$ cat src/rtl/dp_mem_arbiter_pkg.sv
// Shared types and helpers for the dual-port memory arbiter.
// Defaults match the 32 x 8 banked memory.
package dp_mem_pkg;

    localparam int AW_DEF = 5;
    localparam int DW_DEF = 8;
    localparam int BL_DEF = 4;
    localparam int RL_DEF = 1;

    typedef enum logic [1:0] {
        IDLE,
        XFER,
        DRAIN
    } state_e;

    // Low bits wrap inside the bank; the bank bit never changes.
    function automatic logic [AW_DEF-1:0] bank_wrap_addr(
        input logic [AW_DEF-1:0] start,
        input logic [AW_DEF-2:0] k
    );
        logic [AW_DEF-2:0] low;
        low = start[AW_DEF-2:0] + k;
        return {start[AW_DEF-1], low};
    endfunction

endpackage

$ cat src/rtl/dp_mem_arbiter_if.sv
// Client request/response bundle.
// The master is the client; the slave is the arbiter.
interface dp_mem_arbiter_if #(
    parameter int AW = dp_mem_pkg::AW_DEF,
    parameter int DW = dp_mem_pkg::DW_DEF
);
    logic          req;
    logic          we;
    logic          burst;
    logic [AW-1:0] addr;
    logic [DW-1:0] wdata;
    logic          gnt;
    logic          wnext;
    logic          rvalid;
    logic [DW-1:0] rdata;
    logic          done;

    modport master (
        output req, we, burst, addr, wdata,
        input  gnt, wnext, rvalid, rdata, done
    );

    modport slave (
        input  req, we, burst, addr, wdata,
        output gnt, wnext, rvalid, rdata, done
    );
endinterface

$ cat src/rtl/dp_mem_arbiter_rr_arb2.sv
// Two-way round-robin arbiter.
// The pointer moves past the winner only when a grant is accepted.
module rr_arb2 (
    input  logic       clk,
    input  logic       rst,
    input  logic [1:0] req_i,
    input  logic       accept_i,
    output logic [1:0] gnt_o
);
    logic prio_q;
    logic prio_d;

    always_comb begin
        gnt_o  = req_i;
        prio_d = prio_q;
        if (req_i == 2'b11) begin
            gnt_o = prio_q ? 2'b10 : 2'b01;
        end
        if (accept_i && |req_i) begin
            prio_d = gnt_o[0];
        end
    end

    always_ff @(posedge clk) begin
        if (rst) begin
            prio_q <= 1'b0;
        end else begin
            prio_q <= prio_d;
        end
    end
endmodule

$ cat src/rtl/dp_mem_arbiter.sv
// Two-client arbiter and burst sequencer for the banked memory.
// One transaction at a time; reads return through a latency pipe.
module dp_mem_arbiter
    import dp_mem_pkg::*;
#(
    parameter int AW        = AW_DEF,
    parameter int DW        = DW_DEF,
    parameter int BURST_LEN = BL_DEF,
    parameter int RD_LAT    = RL_DEF
) (
    input  logic                  clk,
    input  logic                  rst,
    dp_mem_arbiter_if.slave       c0,
    dp_mem_arbiter_if.slave       c1,
    output logic                  mem_enb,
    output logic                  mem_wr,
    output logic                  mem_rd,
    output logic                  mem_burst,
    output logic [AW-1:0]         mem_w_addr,
    output logic [AW-1:0]         mem_r_addr,
    output logic [DW-1:0]         mem_w_data,
    input  logic [DW-1:0]         mem_r_data
);
    localparam int BW = (BURST_LEN > 1) ? $clog2(BURST_LEN) : 1;
    localparam int LW = AW - 1;

    state_e          state_q, state_d;
    logic            owner_q, owner_d;
    logic            we_q, we_d;
    logic            burst_q, burst_d;
    logic [AW-1:0]   addr_q, addr_d;
    logic [BW-1:0]   beat_q, beat_d;
    logic            wdone_q, wdone_d;
    logic [AW-1:0]   waddr_q, raddr_q;

    logic [RD_LAT-1:0] pv_q, pl_q, pc_q;

    logic [1:0]      req;
    logic [1:0]      arb_gnt;
    logic            accept;
    logic            wr_beat, rd_beat, last_beat;
    logic [AW-1:0]   beat_addr;
    logic [DW-1:0]   sel_wdata;
    logic            out_v, out_l, out_c;
    logic            busy, r0, r1;

    assign req    = {c1.req, c0.req};
    assign accept = (state_q == IDLE) && |req;

    rr_arb2 u_arb (
        .clk      (clk),
        .rst      (rst),
        .req_i    (req),
        .accept_i (accept),
        .gnt_o    (arb_gnt)
    );

    assign beat_addr = bank_wrap_addr(addr_q, LW'(beat_q));
    assign sel_wdata = owner_q ? c1.wdata : c0.wdata;

    always_comb begin
        state_d   = state_q;
        owner_d   = owner_q;
        we_d      = we_q;
        burst_d   = burst_q;
        addr_d    = addr_q;
        beat_d    = beat_q;
        wdone_d   = 1'b0;
        wr_beat   = 1'b0;
        rd_beat   = 1'b0;
        last_beat = burst_q ? (beat_q == BW'(BURST_LEN - 1)) : 1'b1;
        unique case (state_q)
            IDLE: begin
                if (accept) begin
                    state_d = XFER;
                    owner_d = arb_gnt[1];
                    we_d    = arb_gnt[1] ? c1.we    : c0.we;
                    burst_d = arb_gnt[1] ? c1.burst : c0.burst;
                    addr_d  = arb_gnt[1] ? c1.addr  : c0.addr;
                    beat_d  = '0;
                end
            end
            XFER: begin
                wr_beat = we_q;
                rd_beat = !we_q;
                if (last_beat) begin
                    beat_d  = '0;
                    state_d = we_q ? IDLE : DRAIN;
                    wdone_d = we_q;
                end else begin
                    beat_d = beat_q + 1'b1;
                end
            end
            DRAIN: begin
                if (out_v && out_l) begin
                    state_d = IDLE;
                end
            end
            default: state_d = IDLE;
        endcase
    end

    // Slot 0 is loaded in the mem_rd cycle, so the top slot lines up with data.
    always_ff @(posedge clk) begin
        if (rst) begin
            state_q <= IDLE;
            owner_q <= 1'b0;
            we_q    <= 1'b0;
            burst_q <= 1'b0;
            addr_q  <= '0;
            beat_q  <= '0;
            wdone_q <= 1'b0;
            waddr_q <= '0;
            raddr_q <= '0;
            pv_q    <= '0;
            pl_q    <= '0;
            pc_q    <= '0;
        end else begin
            state_q <= state_d;
            owner_q <= owner_d;
            we_q    <= we_d;
            burst_q <= burst_d;
            addr_q  <= addr_d;
            beat_q  <= beat_d;
            wdone_q <= wdone_d;
            waddr_q <= mem_w_addr;
            raddr_q <= mem_r_addr;
            pv_q[0] <= rd_beat;
            pl_q[0] <= rd_beat & last_beat;
            pc_q[0] <= owner_q;
            for (int i = 1; i < RD_LAT; i++) begin
                pv_q[i] <= pv_q[i-1];
                pl_q[i] <= pl_q[i-1];
                pc_q[i] <= pc_q[i-1];
            end
        end
    end

    assign out_v = pv_q[RD_LAT-1];
    assign out_l = pl_q[RD_LAT-1];
    assign out_c = pc_q[RD_LAT-1];
    assign busy  = (state_q != IDLE);
    assign r0    = out_v & !out_c;
    assign r1    = out_v & out_c;

    assign mem_enb    = (state_q == XFER);
    assign mem_wr     = wr_beat;
    assign mem_rd     = rd_beat;
    assign mem_burst  = busy & burst_q;
    assign mem_w_addr = wr_beat ? beat_addr : waddr_q;
    assign mem_r_addr = rd_beat ? beat_addr : raddr_q;
    assign mem_w_data = wr_beat ? sel_wdata : '0;

    assign c0.gnt    = busy & !owner_q;
    assign c0.wnext  = wr_beat & !owner_q;
    assign c0.rvalid = r0;
    assign c0.rdata  = r0 ? mem_r_data : '0;
    assign c0.done   = (wdone_q & !owner_q) | (r0 & out_l);

    assign c1.gnt    = busy & owner_q;
    assign c1.wnext  = wr_beat & owner_q;
    assign c1.rvalid = r1;
    assign c1.rdata  = r1 ? mem_r_data : '0;
    assign c1.done   = (wdone_q & owner_q) | (r1 & out_l);
endmodule
$ cat src/flat_wrapper.sv
// flat-port wrapper written by rule: the top's interface ports become plain ports
module dp_mem_arbiter_flat import dp_mem_pkg::*;
#(
    parameter int AW        = AW_DEF,
    parameter int DW        = DW_DEF,
    parameter int BURST_LEN = BL_DEF,
    parameter int RD_LAT    = RL_DEF
)
  (clk, rst, mem_enb, mem_wr, mem_rd, mem_burst, mem_w_addr, mem_r_addr, mem_w_data, mem_r_data, c0_req, c0_we, c0_burst, c0_addr, c0_wdata, c0_gnt, c0_wnext, c0_rvalid, c0_rdata, c0_done, c1_req, c1_we, c1_burst, c1_addr, c1_wdata, c1_gnt, c1_wnext, c1_rvalid, c1_rdata, c1_done);
  dp_mem_arbiter_if #(.AW(AW), .DW(DW)) c0_i ();
  dp_mem_arbiter_if #(.AW(AW), .DW(DW)) c1_i ();
  input  logic clk;
  input  logic rst;
  output logic mem_enb;
  output logic mem_wr;
  output logic mem_rd;
  output logic mem_burst;
  output logic [AW-1:0] mem_w_addr;
  output logic [AW-1:0] mem_r_addr;
  output logic [DW-1:0] mem_w_data;
  input  logic [DW-1:0] mem_r_data;
  input wire logic [$bits(c0_i.req)-1:0] c0_req;
  input wire logic [$bits(c0_i.we)-1:0] c0_we;
  input wire logic [$bits(c0_i.burst)-1:0] c0_burst;
  input wire logic [$bits(c0_i.addr)-1:0] c0_addr;
  input wire logic [$bits(c0_i.wdata)-1:0] c0_wdata;
  output wire logic [$bits(c0_i.gnt)-1:0] c0_gnt;
  output wire logic [$bits(c0_i.wnext)-1:0] c0_wnext;
  output wire logic [$bits(c0_i.rvalid)-1:0] c0_rvalid;
  output wire logic [$bits(c0_i.rdata)-1:0] c0_rdata;
  output wire logic [$bits(c0_i.done)-1:0] c0_done;
  input wire logic [$bits(c1_i.req)-1:0] c1_req;
  input wire logic [$bits(c1_i.we)-1:0] c1_we;
  input wire logic [$bits(c1_i.burst)-1:0] c1_burst;
  input wire logic [$bits(c1_i.addr)-1:0] c1_addr;
  input wire logic [$bits(c1_i.wdata)-1:0] c1_wdata;
  output wire logic [$bits(c1_i.gnt)-1:0] c1_gnt;
  output wire logic [$bits(c1_i.wnext)-1:0] c1_wnext;
  output wire logic [$bits(c1_i.rvalid)-1:0] c1_rvalid;
  output wire logic [$bits(c1_i.rdata)-1:0] c1_rdata;
  output wire logic [$bits(c1_i.done)-1:0] c1_done;
  assign c0_i.req = c0_req;
  assign c0_i.we = c0_we;
  assign c0_i.burst = c0_burst;
  assign c0_i.addr = c0_addr;
  assign c0_i.wdata = c0_wdata;
  assign c0_gnt = c0_i.gnt;
  assign c0_wnext = c0_i.wnext;
  assign c0_rvalid = c0_i.rvalid;
  assign c0_rdata = c0_i.rdata;
  assign c0_done = c0_i.done;
  assign c1_i.req = c1_req;
  assign c1_i.we = c1_we;
  assign c1_i.burst = c1_burst;
  assign c1_i.addr = c1_addr;
  assign c1_i.wdata = c1_wdata;
  assign c1_gnt = c1_i.gnt;
  assign c1_wnext = c1_i.wnext;
  assign c1_rvalid = c1_i.rvalid;
  assign c1_rdata = c1_i.rdata;
  assign c1_done = c1_i.done;
  dp_mem_arbiter #(.AW(AW), .DW(DW), .BURST_LEN(BURST_LEN), .RD_LAT(RD_LAT)) u_core (.clk(clk), .rst(rst), .c0(c0_i), .c1(c1_i), .mem_enb(mem_enb), .mem_wr(mem_wr), .mem_rd(mem_rd), .mem_burst(mem_burst), .mem_w_addr(mem_w_addr), .mem_r_addr(mem_r_addr), .mem_w_data(mem_w_data), .mem_r_data(mem_r_data));
endmodule
$ cat config.mk
export PLATFORM = sky130hd
export DESIGN_NAME = dp_mem_arbiter_flat
export DESIGN_NICKNAME = d
export VERILOG_FILES = /design/src/rtl/dp_mem_arbiter_pkg.sv /design/src/rtl/dp_mem_arbiter_if.sv /design/src/rtl/dp_mem_arbiter_rr_arb2.sv /design/src/rtl/dp_mem_arbiter.sv /design/src/flat_wrapper.sv
export SDC_FILE = /design/constraint.sdc
export NUM_CORES = 1
export LEC_CHECK = 0
export BUFFER_PORTS_ARGS = -buffer_cell sky130_fd_sc_hd__buf_2
export CORE_ASPECT_RATIO = 1.2
export CORE_UTILIZATION = 30
export CTS_CLUSTER_DIAMETER = 60
export CTS_CLUSTER_SIZE = 10
export DETAILED_ROUTE_END_ITERATION = 8
export PLACE_DENSITY = 0.56
export SYNTH_ARGS = -nofsm -noshare
export SYNTH_HDL_FRONTEND = slang
export SYNTH_HIERARCHICAL = 1
export SYNTH_SLANG_ARGS = --single-unit
export TNS_END_PERCENT = 10
$ cat constraint.sdc
create_clock -name clk -period 2.8 [get_ports clk]
set_clock_uncertainty 0.05 [all_clocks]
set_input_delay 0.14 -clock clk [delete_from_list [all_inputs] [get_ports clk]]
set_output_delay 0.14 -clock clk [all_outputs]
set_load 0.02 [all_outputs]
==> flow_summary.json, run 1 <==
{
  "outcome": "completed",
  "crit_path_start_kind": "register",
  "p_sw_mw": 0.3290,
  "cts_num_sinks": 27,
  "hold_viol": 0,
  "cts_tree": "yes",
  "stdcell_count": 314,
  "crit_path_end_kind": "output port",
  "netlist_area_mm2": 0.001514,
  "post_cts_buffers": 0,
  "die_w_um": 66.85,
  "min_period_ns": 2.050,
  "crit_arrival_ns": 1.86,
  "cts_htree_levels": 1,
  "viasPerCell": 4.739,
  "drive_gt1_frac": 0.3945,
  "dpl.cell_count": 310,
  "die-area_mm2": 0.005336,
  "vdd_drop_max_mv": 0.1834,
  "diodes": 0,
  "min_to": "u_core/u_arb/prio_q",
  "cts_resized": 0,
  "setup_viol": 0,
  "setup_slack_ns": 0.7497,
  "remaining_drc_errors": 0,
  "grt_pass1_wl_um": 5871,
  "synthCells": 173,
  "clkLatencyLatePin_ns": 0.27,
  "ys.warnings.count": 6,
  "core_mm2": 0.004730,
  "maxSlewViolCount": 0,
  "die_y_um": 79.82,
  "dpl_cell_area_mm2": 0.001992,
  "finish.utilization": 0.4307,
  "r2r_slack_ns": 1.07,
  "antenna_found_initial": 0,
  "io_pins": 88,
  "syn-mean-instance-area_um2": 8.751,
  "cap_violations": 0,
  "setup_total_negative_slack_ns": 0,
  "wl_per_cell_um": 12.18,
  "hpwl_um": 2911,
  "gp_congestion": 0.7296,
  "slowest_delay_ns": 0.52,
  "swShare": 0.3371,
  "grt_pass1_vias": 1328,
  "nNetsFinal": 303,
  "clock_path_buffers": 2,
  "p_total_mw": 0.9760,
  "initial_core_util": 0.3201,
  "pwr-share-clk": 0.222,
  "path_class": "reg2out",
  "cts_root_buf": "clkbuf_8",
  "area_delta_synth_final_pct": 34.55,
  "clock.fmax_ghz": 0.4877,
  "fin_crit_sh": 0.7322,
  "pre_cts_ws_ns": 1.043,
  "vias": 1488,
  "grt-ovfl-total": 0,
  "wl_um": 3826,
  "hp-start": "c0_req",
  "fin_hold_ws_ns": 0.1272,
  "power.density_mw_per_mm2": 479.2,
  "io_buffer_count": 87,
  "seqPwrFrac": 0.462,
  "regToRegStartpoint": "u_core/state_q[0]",
  "grt_max_degree": 28,
  "r2r-end": "u_core/raddr_q[1]",
  "path_cells": "or3b_1 > inv_6 > mux2_1 > buf_2",
  "track_usage": 0.1423,
  "synth_nets": 219,
  "drt.antenna.violating_nets": 0,
  "drt_first_pass_iters": 2,
  "tightestPinTransition_ns": 0.8784,
  "hp-class": "in2reg",
  "cts-buffers-inserted": 3,
  "pwr-share-comb": 0.316,
  "r2r_cells": 4,
  "clk_pin_slew_worst_paths_ns": 0.09,
  "cts_hold_buffers": 0,
  "internal-power_mw": 0.6470,
  "cp_max_fo": 8,
  "rsz0062_at_grt": "no",
  "slew-limit-headroom": 0.4122,
  "slowest_stage": "or3b_1",
  "required_ns": 2.61,
  "p_leak_nw": 1.072,
  "min_path_cells": 3,
  "drtIter0Drc": 23,
  "finalInstanceArea_mm2": 0.002037,
  "rows": 27
}
## registers in the layout, indices dropped and copies added, names as in the netlist
| signal | count |
|---|---|
| u_core/state_q | 2 |
| u_core/out_l | 1 |
| u_core/out_c | 1 |
| u_core/we_q | 1 |
| u_core/addr_q | 5 |
| u_core/out_v | 1 |
| u_core/u_arb/prio_q | 1 |
| u_core/wdone_q | 1 |
| u_core/waddr_q | 5 |
| u_core/owner_q | 1 |
| u_core/raddr_q | 5 |
| u_core/burst_q | 1 |
| u_core/beat_q | 2 |
## per-layer routing
layer,global-route usage,up-vias,routed length (um)
li1,-,777,-
met2,0.2576,68,1743
met5,0,-,0
met4,0.04468,0,21
met3,0.01286,2,295
met1,0.1724,641,1766
## worst max-delay path: cells and delay by family (launching register included)
family / cells / cell delay [ns]
simple gates: 1 / 0.52
flops: 1 / 0.42
mux: 1 / 0.35
buf+inv: 2 / 0.31
## cell usage in the layout (no fill, tap or decap), drive strengths merged, types with 2 or more instances in the layout
cell type,n
a21boi,2
nand3b,2
nand2b,3
clkbuf,4
mux2,6
dfxtp,27
a211oi,8
o211ai,2
inv,6
nor2b,7
or2,2
nor3,4
buf,89
nand3,2
ha,3
mux2i,15
nor2,23
and3,8
a22o,2
nand2,4
a21oi,14
and2b,2
and2,10
a221oi,2
## final cells by class
cell class	count	area, um2
inverter	6	27.53
clock buffer	4	45.04
fill	486	2693
sequential	27	540.5
timing repair buffer	89	450.4
tap	58	72.57
multi-input combinational	130	900.9
## power groups by stage
stage / Combinational, mW / Clock [mW] / Sequential, mW
floorplan: 0.220 / 0 / 0.447
global placement: 0.310 / 0 / 0.461
detailed placement: 0.312 / 0 / 0.461
CTS: 0.312 / 0.227 / 0.452
global route: 0.341 / 0.242 / 0.458
finish: 0.308 / 0.216 / 0.451
## worst max-delay path by stage
stage / from / end / slack [ns] / cells after the start
detailed placement: u_core/state_q[0] / mem_r_addr[1] / 1.04 / 4
floorplan: u_core/state_q[0] / u_core/raddr_q[0] / 1.07 / 5
CTS: u_core/state_q[0] / mem_r_addr[1] / 0.74 / 4
global placement: u_core/state_q[0] / mem_r_addr[1] / 1.09 / 4
finish: u_core/state_q[0] / mem_r_addr[1] / 0.75 / 4
global route: u_core/state_q[0] / mem_r_addr[1] / 0.63 / 4
(Power assumes the default switching activity.)
==> inputs of run 2 (changes only) <==
clock period = 2 ns   (was 2.8 ns; I/O delays follow)
==> flow_summary.json, run 2 (synthesis results as in run 1) <==
{
  "cts_tree": "yes",
  "rows": 27,
  "fin_crit_sh": 0.9598,
  "fin_hold_ws_ns": 0.06454,
  "die-area_mm2": 0.005336,
  "clock_path_buffers": 2,
  "tightestPinTransition_ns": 0.6115,
  "crit_path_start_kind": "register",
  "drt.antenna.violating_nets": 0,
  "cts_htree_levels": 1,
  "hp-class": "in2reg",
  "die_w_um": 66.85,
  "diodes": 0,
  "min_path_cells": 3,
  "post_cts_buffers": 0,
  "vias": 1503,
  "cp_num_buf_inv": 1,
  "slowest_stage": "fa_1",
  "crit_arrival_ns": 1.77,
  "nNetsFinal": 305,
  "clkLatencyLatePin_ns": 0.28,
  "die_y_um": 79.82,
  "cts_hold_buffers": 0,
  "grt_max_degree": 28,
  "wl_um": 3908,
  "crit_path_end_kind": "output port",
  "io_buffer_count": 87,
  "finish.utilization": 0.4370,
  "grt-ovfl-total": 0,
  "r2r_slack_ns": 0.36,
  "initial_core_util": 0.3201,
  "cts_root_buf": "clkbuf_8",
  "final_cell_mix": "87 x buf_2, 25 x dfxtp_1, 23 x nor2_1, 15 x mux2i_1, 13 x a21oi_1",
  "p_leak_nw": 1.083,
  "gp_congestion": 0.7878,
  "rsz0062_at_grt": "yes",
  "dpl.cell_count": 312,
  "io_pins": 88,
  "stdcell_count": 316,
  "cts_num_sinks": 27,
  "cap_violations": 0,
  "drive_gt1_frac": 0.4186,
  "hpwl_um": 2917,
  "hp-start": "c0_req",
  "drtIter0Drc": 25,
  "setup_viol": 0,
  "path_class": "reg2out",
  "core_mm2": 0.004730,
  "viasPerCell": 4.756,
  "remaining_drc_errors": 0,
  "grt_pass1_wl_um": 5968,
  "power.density_mw_per_mm2": 676.8,
  "slowest_delay_ns": 0.43,
  "clk_pin_slew_worst_paths_ns": 0.09,
  "clock.fmax_ghz": 0.5210,
  "r2r_cells": 4,
  "cp_max_fo": 3,
  "r2r-end": "u_core/raddr_q[1]",
  "required_ns": 1.85,
  "outcome": "completed",
  "grt_pass1_vias": 1374,
  "area_delta_synth_final_pct": 36.53,
  "regToRegStartpoint": "u_core/addr_q[0]",
  "wl_per_cell_um": 12.37,
  "reg.largest.list": "u_core/addr_q (5), u_core/raddr_q (5), u_core/waddr_q (5)",
  "min_period_ns": 1.920,
  "regArea_um2": 543.0,
  "path_cells": "ha_2 > fa_1 > mux2_1 > buf_2",
  "final_common_cell": "buf_2",
  "vdd_drop_max_mv": 0.3420,
  "slew-limit-headroom": 0.5918,
  "drt_first_pass_iters": 4,
  "antenna_found_initial": 0,
  "cpLargestDelayFamily": "adder cells",
  "hold_viol": 0,
  "track_usage": 0.1452,
  "fill_cells": 486,
  "multiInputGateArea_um2": 913.4,
  "cts-buffers-inserted": 3,
  "min_to": "u_core/u_arb/prio_q",
  "maxSlewViolCount": 0
}
-- run 2: changes by cell type in the layout (fill, tap and decap cells not counted) --
cell / previous run / this run
dfxtp_2: 0 / 2
ha_1: 3 / 2
or3b_1: 1 / 0
buf_4: 2 / 4
xnor2_2: 0 / 1
ha_2: 0 / 1
xnor2_1: 1 / 0
dfxtp_1: 27 / 25
or3b_4: 0 / 1
-- run 2: per-stage QoR --
stage | total power [mW] | setup WS (ns) | instance area [um2] | TNS, ns
after detailed placement | 1.090 | 0.2823 | 2007 | 0
after global routing | 1.481 | -0.002785 | 2067 | -0.002785
final | 1.399 | 0.08045 | 2067 | 0
after CTS | 1.409 | 0.008323 | 2054 | 0
after global placement | 1.087 | 0.3145 | 2007 | 0
after floorplan | 0.9333 | 0.2672 | 1514 | 0
-- run 2: worst max path at each step --
stage                                    to  slack (ns)  depth (start not counted)         startpoint
after floorplan           u_core/raddr_q[0]        0.27                          5  u_core/state_q[0]
after global placement    u_core/raddr_q[1]        0.31                          4  u_core/state_q[0]
after detailed placement  u_core/raddr_q[1]        0.28                          4  u_core/state_q[0]
after CTS                     mem_w_addr[2]       0.008                          6   u_core/beat_q[0]
after global routing          mem_w_addr[3]      -0.003                          5   u_core/beat_q[1]
final                         mem_r_addr[1]        0.08                          4   u_core/addr_q[0]
-- run 2: timing repair --
action                                  CTS  global route
endpoints found under the setup margin    2             6
pin swaps                                 0             0
gates resized for setup                   1             4
cloned                                    0             0
-- run 2: power breakdown --
part | internal, mW | total, mW | switching, mW
registers | 0.587 | 0.636 | 0.0488
clock network | 0.143 | 0.317 | 0.173
logic | 0.191 | 0.446 | 0.255
-- run 2: layout make-up --
type / count / share of cell area
well taps: 58 / 0.03511
inverters: 6 / 0.01332
flip-flops and latches: 27 / 0.2627
multi-input cells: 130 / 0.4419
repair buffers: 91 / 0.2252
clock buffers: 4 / 0.02179
-- run 2: worst register-to-register path, cell delays in order, from the launching register on --
cell and delay [ns]:
dfxtp_1 0.36, ha_2 0.21, fa_1 0.43, mux2_1 0.32, and2b_1 0.16
-- run 2: metal layers --
metal | part of all wire | up-vias | wire [um] | track usage
li1 | - | 771 | - | -
met1 | 0.44 | 656 | 1710 | 0.1636
met2 | 0.46 | 71 | 1784 | 0.2646
met3 | 0.092 | 5 | 360 | 0.02286
met4 | 0.013 | 0 | 51 | 0.05745
met5 | 0 | - | 0 | 0
